`src/rtl/req_enc_pkg.sv`:
```
// Shared constants, state type and helpers for the registered 4-to-2 request encoder.
package req_enc_pkg;

  localparam int unsigned NUM_REQ = 4;
  localparam int unsigned IDX_W   = 2;

  typedef enum logic [0:0] {
    IDLE,
    HOLD
  } req_enc_state_t;

  // One-hot mask for a 2-bit request index; used to retire an accepted grant.
  function automatic logic [NUM_REQ-1:0] onehot4(input logic [IDX_W-1:0] idx);
    logic [NUM_REQ-1:0] mask;
    mask      = '0;
    mask[idx] = 1'b1;
    return mask;
  endfunction

endpackage

```
`src/rtl/req_encoder_prio_pick.sv`:
```
// Combinational rotating priority picker: returns the first set bit of vec found when
// searching upward from index start, wrapping modulo 4. With start = 0 it degenerates
// to fixed lowest-index priority.
module prio_pick
  import req_enc_pkg::*;
(
  input  logic [NUM_REQ-1:0] vec,
  input  logic [IDX_W-1:0]   start,
  output logic [IDX_W-1:0]   idx,
  output logic               any
);

  logic [IDX_W-1:0] pos;

  // Scan from the farthest offset down to offset 0 so the nearest hit is written last.
  always_comb begin
    idx = '0;
    pos = '0;
    any = |vec;
    for (int i = NUM_REQ - 1; i >= 0; i--) begin
      pos = start + IDX_W'(i);
      if (vec[pos]) begin
        idx = pos;
      end
    end
  end

endmodule

```
`src/rtl/req_encoder.sv`:
```
// Registered 4-to-2 request encoder with valid/ready output handshake.
// Requests are captured into a pending set every cycle; one pending line is selected,
// held on out_idx until accepted, then retired.
// Build option: define REQ_ENCODER_RR_EN for round-robin selection; otherwise the
// lowest pending index always wins.
module req_encoder #(
  parameter int unsigned NUM_REQ = 4,
  parameter int unsigned IDX_W   = 2
) (
  input  logic               clk,
  input  logic               rst,
  input  logic               en,
  input  logic [NUM_REQ-1:0] req,
  output logic               out_valid,
  input  logic               out_ready,
  output logic [IDX_W-1:0]   out_idx,
  output logic [NUM_REQ-1:0] pending,
  output logic               collide
);

  import req_enc_pkg::*;

  req_enc_state_t     state_q, state_d;
  logic [NUM_REQ-1:0] pending_q, pending_d;
  logic               valid_q, valid_d;
  logic [IDX_W-1:0]   idx_q, idx_d;
  logic               collide_q, collide_d;
  logic [NUM_REQ-1:0] clr_mask;
  logic               accept;
  logic [IDX_W-1:0]   pick_start;
  logic [IDX_W-1:0]   pick_idx;
  logic               pick_any;

`ifdef REQ_ENCODER_RR_EN
  logic [IDX_W-1:0] ptr_q, ptr_d;

  assign pick_start = ptr_q + IDX_W'(1);

  // Pointer remembers the last accepted index so the search resumes just after it.
  always_comb begin
    ptr_d = ptr_q;
    if (accept) begin
      ptr_d = idx_q;
    end
  end

  // Round-robin pointer register; reset to 3 so the first search starts at line 0.
  always_ff @(posedge clk) begin
    if (rst) begin
      ptr_q <= IDX_W'(NUM_REQ - 1);
    end else begin
      ptr_q <= ptr_d;
    end
  end
`else
  assign pick_start = '0;
`endif

  prio_pick u_prio_pick (
    .vec   (pending_q),
    .start (pick_start),
    .idx   (pick_idx),
    .any   (pick_any)
  );

  assign accept   = (state_q == HOLD) && valid_q && out_ready;
  assign clr_mask = accept ? onehot4(idx_q) : '0;

  // Capture and collision detection run every cycle; a set on a retiring bit wins.
  always_comb begin
    pending_d = (pending_q & ~clr_mask) | req;
    collide_d = collide_q | (|(req & pending_q & ~clr_mask));
  end

  // Grant FSM: select from the registered pending set only, hold until accepted.
  always_comb begin
    state_d = state_q;
    valid_d = valid_q;
    idx_d   = idx_q;
    unique case (state_q)
      IDLE: begin
        if (en && pick_any) begin
          idx_d   = pick_idx;
          valid_d = 1'b1;
          state_d = HOLD;
        end
      end
      HOLD: begin
        if (accept) begin
          valid_d = 1'b0;
          state_d = IDLE;
        end
      end
      default: begin
        valid_d = 1'b0;
        state_d = IDLE;
      end
    endcase
  end

  // State, pending set, output registers and sticky collision flag.
  always_ff @(posedge clk) begin
    if (rst) begin
      state_q   <= IDLE;
      pending_q <= '0;
      valid_q   <= 1'b0;
      idx_q     <= '0;
      collide_q <= 1'b0;
    end else begin
      state_q   <= state_d;
      pending_q <= pending_d;
      valid_q   <= valid_d;
      idx_q     <= idx_d;
      collide_q <= collide_d;
    end
  end

  assign out_valid = valid_q;
  assign out_idx   = idx_q;
  assign pending   = pending_q;
  assign collide   = collide_q;

endmodule
```
`config.mk`:
```
export PLATFORM = sky130hd
export DESIGN_NAME = req_encoder
export DESIGN_NICKNAME = d
export VERILOG_FILES = /design/src/rtl/req_enc_pkg.sv /design/src/rtl/req_encoder_prio_pick.sv /design/src/rtl/req_encoder.sv
export SDC_FILE = /design/constraint.sdc
export NUM_CORES = 1
export LEC_CHECK = 0
export CAP_MARGIN = 20
export CORE_AREA = 2 2 39 41
export CTS_CLUSTER_DIAMETER = 200
export DETAILED_ROUTE_END_ITERATION = 6
export DIE_AREA = 0 0 41 43
export PLACE_DENSITY_LB_ADDON = 0.25
export SLEW_MARGIN = 20
export SYNTH_ARGS = -nofsm -noshare
export SYNTH_HDL_FRONTEND = slang
export SYNTH_HIERARCHICAL = 1
export SYNTH_SLANG_ARGS = --single-unit
```
`constraint.sdc`:
```
create_clock -name clk -period 1.6 [get_ports clk]
set_clock_uncertainty 0.15 [all_clocks]
set_input_delay 0.24 -clock clk [delete_from_list [all_inputs] [get_ports clk]]
set_output_delay 0.24 -clock clk [all_outputs]
set_load 0.005 [all_outputs]
```
==> After elaboration in Yosys (flattened, before gate mapping) <==
Cells that the tools add are included.
{ "classes": {"addsub": 0, "n_mul": 0, "div": 0, "order_cmp": 2, "eq_ne": 2, "shift": 0, "n_mux": 13, "n_bitwise": 7, "n_reduce_logical": 8} }
{ "op_table": {"columns": ["cell", "n"], "rows": [
  ["4-bit bitwise AND", 3],
  ["2-bit two-way mux", 4],
  ["4-bit OR reduction", 2],
  ["1-bit two-way mux", 5],
  ["1-bit logical AND", 4],
  ["4-bit two-way mux", 1],
  ["4-bit inverter", 1],
  ["4-bit OR", 1],
  ["1-bit case mux with 2 select lines", 2],
  ["2-bit AND reduction", 2],
  ["2-bit by 3-bit less-than comparator with 1-bit output, second input constant", 1],
  ["1-bit demux with 2-bit select", 1],
  ["2-bit by 1-bit greater-or-equal comparator with 1-bit output, second input constant", 1],
  ["2-bit by 1-bit != test with 1-bit output, second input constant", 1],
  ["2-bit != test, second input constant", 1],
  ["1-bit inverter", 1],
  ["1-bit OR", 1]
]} }
{ "word_totals": {"reg_bits": 9, "latch_bits": 0, "ram_bits": 0, "rom_bits": 0, "inputBits": 8, "word_cells": 37, "memories": 0} }

==> Longest topological paths before layout <==
{ "logic_depth": {"ltp_word": 9, "mapped_depth": 5, "ltp_nobuf": 5} }

==> By module <==
Netlist, hierarchy kept.
{ "by_module_without_submodules": {"columns": ["mod", "n_inst", "cells_each", "area_per_inst_um2", "seq_area_each_um2"], "rows": [
  ["req_encoder", 1, 42, 355.3, 180.2],
  ["prio_pick", 1, 13, 77.6, 0.0]
]} }

==> Worst setup path before layout <==
OpenSTA, ideal clock, no wires.
{ "synth_timing": {"kind": "register to register", "start": "reg state_q", "end": "reg collide_q (netlist: collide)", "setup_time_ps": 131, "t_arrival_ps": 1023, "required_time_ps": 1319, "path_slack_ps": 297, "path_stages_with_launch": 5, "n_path_buf": 0, "path_cell_list": "dfxtp_1 -> nand2_1 -> or3_1 -> a32oi_1 -> a31oi_1"} }
{ "synth_between": {"elab_chain_len": 7} }
{ "synth_rtl": {"columns": ["item", "line_no", "text"], "rows": [
  ["start, declared", "req_encoder.sv:23", "req_enc_state_t state_q, state_d;"],
  ["start signal, assigned", "req_encoder.sv:110", "state_q <= state_d;"],
  ["1-bit logical AND (2 in a row)", "req_encoder.sv:66", "assign accept = (state_q == HOLD) && valid_q && out_ready;"],
  ["4-bit two-way mux", "req_encoder.sv:67", "assign clr_mask = accept ? onehot4(idx_q) : '0;"],
  ["4-bit inverter", "req_encoder.sv:72", "collide_d = collide_q | (|(req & pending_q & ~clr_mask));"],
  ["4-bit bitwise AND", "req_encoder.sv:72", null],
  ["4-bit OR reduction", "req_encoder.sv:72", null],
  ["1-bit OR", "req_encoder.sv:72", null],
  ["end signal, assigned", "req_encoder.sv:114", "collide_q <= collide_d;"],
  ["end, declared", "req_encoder.sv:27", "logic collide_q, collide_d;"]
]} }
Every way passes these cells.
A chain may end at the register's enable or synchronous reset.

==> Worst setup path after layout <==
{ "layout_timing": {"start": "reg pending_q[0] (netlist: pending[0])", "end": "out pending[0]"} }
{ "layout_lines": {"columns": ["item", "line_no", "text"], "rows": [
  ["start, declared", "req_encoder.sv:24", "logic [NUM_REQ-1:0] pending_q, pending_d;"],
  ["start signal, assigned", "req_encoder.sv:111", "pending_q <= pending_d;"],
  ["end, declared", "req_encoder.sv:17", "output logic [NUM_REQ-1:0] pending,"]
]} }
No word-level cell between the ends.

==> results <==
[what timing repair did]
action | in CTS | in global routing
setup endpoints to repair | 4 | 4
gates resized for setup | 4 | 3
pin swaps | 0 | 1
[area by class of cell]
class	instances	area, um^2	area share
clock buffers	4	26.3	0.0395
multi-input cells	52	275	0.414
inverters	1	3.75	0.00565
flip-flops and latches	9	189	0.284
well taps	16	20.0	0.0301
repair buffers	15	150	0.226
[kinds of logic (layout without fill, tap and decap cells)]
| family | after synthesis | in the layout | share of synthesized area |
|---|---|---|---|
| AOI/OAI and AO/OA | 13 | 13 | 0.188 |
| DFF | 9 | 9 | 0.416 |
| and+or+nand+nor | 27 | 27 | 0.301 |
| other | 1 | 9 | 0.00866 |
| buffers and inverters | 2 | 20 | 0.0173 |
| muxes | 3 | 3 | 0.0694 |
[routing by layer]
| metal | track usage | part of all wire | up-vias |
|---|---|---|---|
| li1 | - | - | 233 |
| met1 | 0.143 | 0.43 | 199 |
| met2 | 0.206 | 0.51 | 13 |
| met3 | 0.0628 | 0.049 | 2 |
| met4 | 0.0800 | 0.0084 | 0 |
| met5 | 0 | 0 | - |
[synth_stat cells]
master,instances,area share
sky130_fd_sc_hd__nor2_1,9,0.078
sky130_fd_sc_hd__nor3b_1,1,0.017
sky130_fd_sc_hd__nand2_1,7,0.061
sky130_fd_sc_hd__a21oi_1,7,0.081
sky130_fd_sc_hd__nand2b_1,3,0.043
sky130_fd_sc_hd__inv_1,1,0.0087
sky130_fd_sc_hd__a211oi_2,1,0.029
sky130_fd_sc_hd__and2_0,1,0.014
sky130_fd_sc_hd__a211oi_1,1,0.017
sky130_fd_sc_hd__conb_1,1,0.0087
sky130_fd_sc_hd__or3_1,2,0.029
sky130_fd_sc_hd__nand3b_1,1,0.017
sky130_fd_sc_hd__buf_1,1,0.0087
sky130_fd_sc_hd__o21ai_0,1,0.012
sky130_fd_sc_hd__or2_2,2,0.029
sky130_fd_sc_hd__nand3_1,1,0.012
sky130_fd_sc_hd__dfxtp_1,9,0.42
sky130_fd_sc_hd__mux2i_1,3,0.069
sky130_fd_sc_hd__a32oi_1,1,0.020
sky130_fd_sc_hd__a31oi_1,2,0.029
[report_power, final]
| part | internal [mW] | leakage (nW) | switching, mW |
|---|---|---|---|
| logic | 0.0689 | 0.176 | 0.0447 |
| clock network | 0.0962 | 0.0150 | 0.0801 |
| registers | 0.246 | 0.0768 | 0.0228 |
| total | 0.411 | 0.268 | 0.148 |
[registers in the layout (all words and copies together), names as in the netlist]
register and count:
out_valid 1, out_idx 2, state_q 1, pending 4, collide 1
[stage by stage]
step | worst slack, ps | cells | power, mW | util
after floorplan | 297 | 63 | 0.320 | -
after global placement | -177 | 93 | 0.382 | 0.455
after detailed placement | -181 | 93 | 0.381 | 0.455
after CTS | 19.4 | 97 | 0.563 | 0.477
after global routing | -2.09 | 97 | 0.595 | 0.480
final | 52.5 | 97 | 0.559 | 0.480
[path summary, 6_finish.rpt]
path                            startpoint  cells after the start    endpoint  slack [ps]
worst max-delay path            pending[0]                      1  pending[0]          50
worst min-delay path               state_q                      2     state_q         340
worst max register to register     state_q                      4     collide         210
worst min register to register     state_q                      2     state_q         340
==> run_summary.xml <==
<?xml version="1.0" encoding="UTF-8"?>
<metrics>
  <group name="outcome">
    <metric name="status" unit="">completed</metric>
  </group>
  <group name="cts">
    <metric name="clockBufferDepth" unit="">2</metric>
    <metric name="cts.reportedPaths.clkPinSlew" unit="ps">60</metric>
    <metric name="htreeDepth" unit="">1</metric>
    <metric name="clockRootBuffer" unit="">sky130_fd_sc_hd__clkbuf_4</metric>
    <metric name="cts.sink_count" unit="">9</metric>
    <metric name="cts.hold.buffers_added" unit="">0</metric>
    <metric name="worstSkewPairLatency" unit="ps">260</metric>
    <metric name="cts_buffers" unit="">3</metric>
    <metric name="post_cts.repair.setup_buffers" unit="">0</metric>
    <metric name="tritoncts" unit="">yes</metric>
  </group>
  <group name="power">
    <metric name="power.ir.vdd_worst" unit="V">0.000355</metric>
    <metric name="p_per_area" unit="mW/mm^2">841</metric>
    <metric name="p_leak" unit="nW">0.268</metric>
  </group>
  <group name="timing">
    <metric name="period_utilization_post_route" unit="">0.967</metric>
    <metric name="finalHoldViolCount" unit="">0</metric>
    <metric name="final_period_minus_worst_setup_slack" unit="ps">1550</metric>
    <metric name="drv_slew" unit="">0</metric>
    <metric name="fin_tns_setup" unit="ps">0</metric>
    <metric name="max_freq" unit="MHz">646</metric>
    <metric name="timing.hold.ws" unit="ps">341</metric>
    <metric name="setup_viol" unit="">0</metric>
  </group>
  <group name="yosys">
    <metric name="synth.avg_cell_area" unit="um^2">7.87</metric>
    <metric name="synth-seq-area-share" unit="">0.416</metric>
    <metric name="yosysWarningCount" unit="">6</metric>
    <metric name="ys_ff_latch" unit="">9</metric>
    <metric name="netlist_instances" unit="">55</metric>
    <metric name="synthesis.area" unit="um^2">433</metric>
    <metric name="yosysUniqueCellTypes" unit="">20</metric>
  </group>
  <group name="detailed_routing">
    <metric name="remaining_drc_errors" unit="">0</metric>
    <metric name="drt_wl_total" unit="um">1070</metric>
    <metric name="ant_nets" unit="">0</metric>
    <metric name="dr_total_vias" unit="">447</metric>
    <metric name="detail_route.iter0.violations" unit="">13</metric>
    <metric name="first_pass_iters" unit="">4</metric>
    <metric name="vias_per_cell" unit="">4.61</metric>
    <metric name="drt-wirelength-per-cell" unit="um">11.0</metric>
  </group>
  <group name="layout">
    <metric name="fill_cells" unit="">146</metric>
    <metric name="areaGrowthSynthToFinish" unit="%">53.5</metric>
    <metric name="final_instance_area" unit="um^2">664</metric>
    <metric name="most-common-layout-cells" unit="">sky130_fd_sc_hd__clkdlybuf4s50_1, sky130_fd_sc_hd__nor2_1, sky130_fd_sc_hd__conb_1</metric>
    <metric name="share_of_post_route_cells_with_drive_strength_above_1" unit="">0.160</metric>
    <metric name="final_common_cell" unit="">sky130_fd_sc_hd__clkdlybuf4s50_1</metric>
    <metric name="n_antenna_cell" unit="">0</metric>
    <metric name="design.final.nets" unit="">90</metric>
  </group>
  <group name="placement">
    <metric name="placed_cell_area" unit="um^2">629</metric>
    <metric name="dp_hpwl" unit="um">720</metric>
    <metric name="gp_congestion" unit="">0.753</metric>
    <metric name="buffer_ports.inserted" unit="">15</metric>
  </group>
  <group name="setup_path">
    <metric name="arrival" unit="ps">1160</metric>
    <metric name="worstPathMaxFanout" unit="">5</metric>
    <metric name="cpMaxStageDelayCell" unit="">sky130_fd_sc_hd__clkdlybuf4s50_1</metric>
    <metric name="worstSetupPathType" unit="">flip-flop to primary output</metric>
    <metric name="worstSetupStartpointType" unit="">flip-flop</metric>
    <metric name="cp.buffers_inverters" unit="">1</metric>
    <metric name="cpPeakStageDelay" unit="ps">510</metric>
    <metric name="critPathRequiredTime" unit="ps">1210</metric>
    <metric name="worst_setup_path_end_kind" unit="">primary output</metric>
    <metric name="path_cells" unit="">clkdlybuf4s50_1</metric>
    <metric name="critPathTopFamily" unit="">buffers and inverters</metric>
  </group>
  <group name="global_routing">
    <metric name="antenna_found_initial" unit="">0</metric>
    <metric name="grt.total_usage" unit="">0.135</metric>
    <metric name="grt_overflow" unit="">0</metric>
    <metric name="grt_pass1_wl" unit="um">1510</metric>
    <metric name="grt_pass1_vias" unit="">360</metric>
    <metric name="grt_start_max_net_pins" unit="">10</metric>
  </group>
  <group name="die">
    <metric name="area_enclosed_by_the_die_boundary" unit="mm^2">0.00176</metric>
    <metric name="core-area" unit="mm^2">0.00138</metric>
    <metric name="floorplan.initialDensity" unit="">0.313</metric>
    <metric name="die_h" unit="um">43</metric>
    <metric name="die_width" unit="um">41</metric>
    <metric name="num_io_pins" unit="">16</metric>
    <metric name="std_cell_rows" unit="">14</metric>
  </group>
  <group name="worst_hold_path">
    <metric name="path_class_of_the_lowest_slack_min_delay_path" unit="">flip-flop to flip-flop</metric>
  </group>
  <group name="job">
    <metric name="drv.max_cap_violation_count" unit="">0</metric>
  </group>
</metrics>
Note: power is estimated with default switching activity, not from simulation.
==> patch, RTL diff (same flow settings) <==
Add a define of `REQ_ENCODER_RR_EN`.
--- a/src/rtl/req_encoder.sv
+++ b/src/rtl/req_encoder.sv
@@ -5,2 +5,4 @@
 // lowest pending index always wins.
+`define REQ_ENCODER_RR_EN
+
 module req_encoder #(
Formal check against the unedited RTL: not equivalent (Yosys sat finds a counterexample within 10 cycles, from zero or initial values and one cycle with rst high).
==> patch against the original RTL <==
Worst setup slack got worse by 0.0029 ns; area after synthesis rose by 20%; sequential cell count rose by 2; cell area rose by 9.8%; power rose by 11%; hold slack got worse by 0.010 ns; largest power group unchanged; register-to-register slack got worse by 0.05 ns; highest routed layer is now met3; wire length rose by 9.8%; synthesized cell count rose by 13%.
==> patch: results (changes against the original RTL) <==
Hold path startpoint: out_valid
Half-perimeter wire length after detailed placement: 895.8 µm (+24%)
Crit path max fanout: 6 (+1)
Cell count after placement: 92 (-1.1%)
Overall via count from detail_route: 501 (+12%)
Inserted Clock Buffers: 3 (unchanged)
Root buf cell: sky130_fd_sc_hd__clkbuf_4
Static leakage: 0.2798 nW (+4.5%)
Leading cell types by count after synthesis: 11 x sky130_fd_sc_hd__dfxtp_1, 10 x sky130_fd_sc_hd__nor2_1, 7 x sky130_fd_sc_hd__a21oi_1
Global-route wire length before repair: 1.938 mm (+28%)
Critical R2R Launch: ptr_q[0]
Number of global-route vias before repair: 456 (+27%)
GPL Wtd Cong: 0.8322 (+11%)
Met3 layer usage reported by global route: 4.712% (-1.6 points)
Register-to-Register Setup Slack: 0.16 ns (-0.05 ns)
Worst Reg-to-Reg Cells: 6 (+2)
Dpl cell area: 681.9 µm² (+8.3%)
Setup Slack @ Placement: -0.1664 ns (+0.01436 ns)
Aggregate routed wire length: 1.171 mm (+9.8%)
Min-Delay Endpoint: out_valid
Overall routing resource usage: 16.43% (+2.9 points)
Pin count of the biggest net entering global routing: 9 (-1)
GR Util met2: 23.44% (+2.8 points)
Fraction of the yosys area taken by sequential cells: 42.41% (+0.79 points)
Share of layout cells above drive strength 1: 18.75% (+2.7 points)
Drt first-iter violations: 16 (+3)
Critical register-to-register path endpoint: out_idx[1]
Layout net count: 89 (-1.1%)
Status: finished, final reports clean
Average cell area after synthesis: 8.375 µm² (+6.4%)
Maximum ir drop on the vdd rail: 0.5025 mV (+41%)
Number of distinct library cells after synthesis: 24 (+20%)
WL per Instance: 12.20 µm (+11%)
## patch: changes by cell type in the layout (fill, tap and decap cells not counted), sizes merged, moves of 2 or more
cell and delta:
or2 -2, dfxtp +2, conb -9, nand3b +2, nand3 +3
## patch: repair_timing
action / 4_1_cts / 5_1_grt
hold buffers: 0 / 0
resized for setup: 6 / 4
endpoints found under the setup margin: 6 / 5
## patch: report_power, final
part           total, W  switching (W)  internal, W
sequential     0.000318      0.0000242     0.000294
combinational  0.000114      0.0000450    0.0000694
clock          0.000188      0.0000917    0.0000964
## patch: layout make-up
type | count | area [µm²]
tap | 16 | 20.02
sequential | 11 | 232.7
fill | 134 | 654.4
timing repair buffer | 16 | 157.7
multi-input combinational | 47 | 285.3
inverter | 2 | 7.507
clock buffer | 4 | 26.28
## patch: cell families after synthesis
group	count (synthesis)	synth area share, %
buffers and inverters	4	4.337
AOI/OAI and AO/OA	14	17.83
and+or+nand+nor	29	27.95
DFF	11	42.41
xor gates and xnor gates	1	1.687
muxes	3	5.783
## patch: worst register-to-register path, delay by kind of cell (launching register included)
family          cells  cell delay [ns]
flops               1             0.37
simple gates        3             0.20
compound gates      1             0.22
xor+xnor            1             0.25
mux                 1             0.14
## patch: routing by layer
| metal | wire length, µm | part of all wire [%] |
|---|---|---|
| met1 | 537 | 46 |
| met2 | 589 | 50 |
| met3 | 45 | 3.8 |
| met4 | 0 | 0 |
| met5 | 0 | 0 |
## patch: worst max path at each step
stage | cells after the start | slack [ns] | end | from
4_1_cts | 1 | 0.02 | out_idx[0] | out_idx[0]
3_5_place_dp | 5 | -0.17 | collide | out_ready
5_1_grt | 1 | 0.001 | pending[1] | pending[1]
6_report | 1 | 0.05 | pending[1] | pending[1]
2_1_floorplan | 6 | 0.22 | out_idx[1] | ptr_q[0]
3_3_place_gp | 5 | -0.09 | collide | out_ready
## patch: metrics by stage
step	hold WS (ns)	util, %
after floorplan	0.1852	-
after global placement	0.3201	49.28
after detailed placement	0.3238	49.28
after CTS	0.3318	51.72
after global routing	0.3845	52.71
final	0.3310	52.71
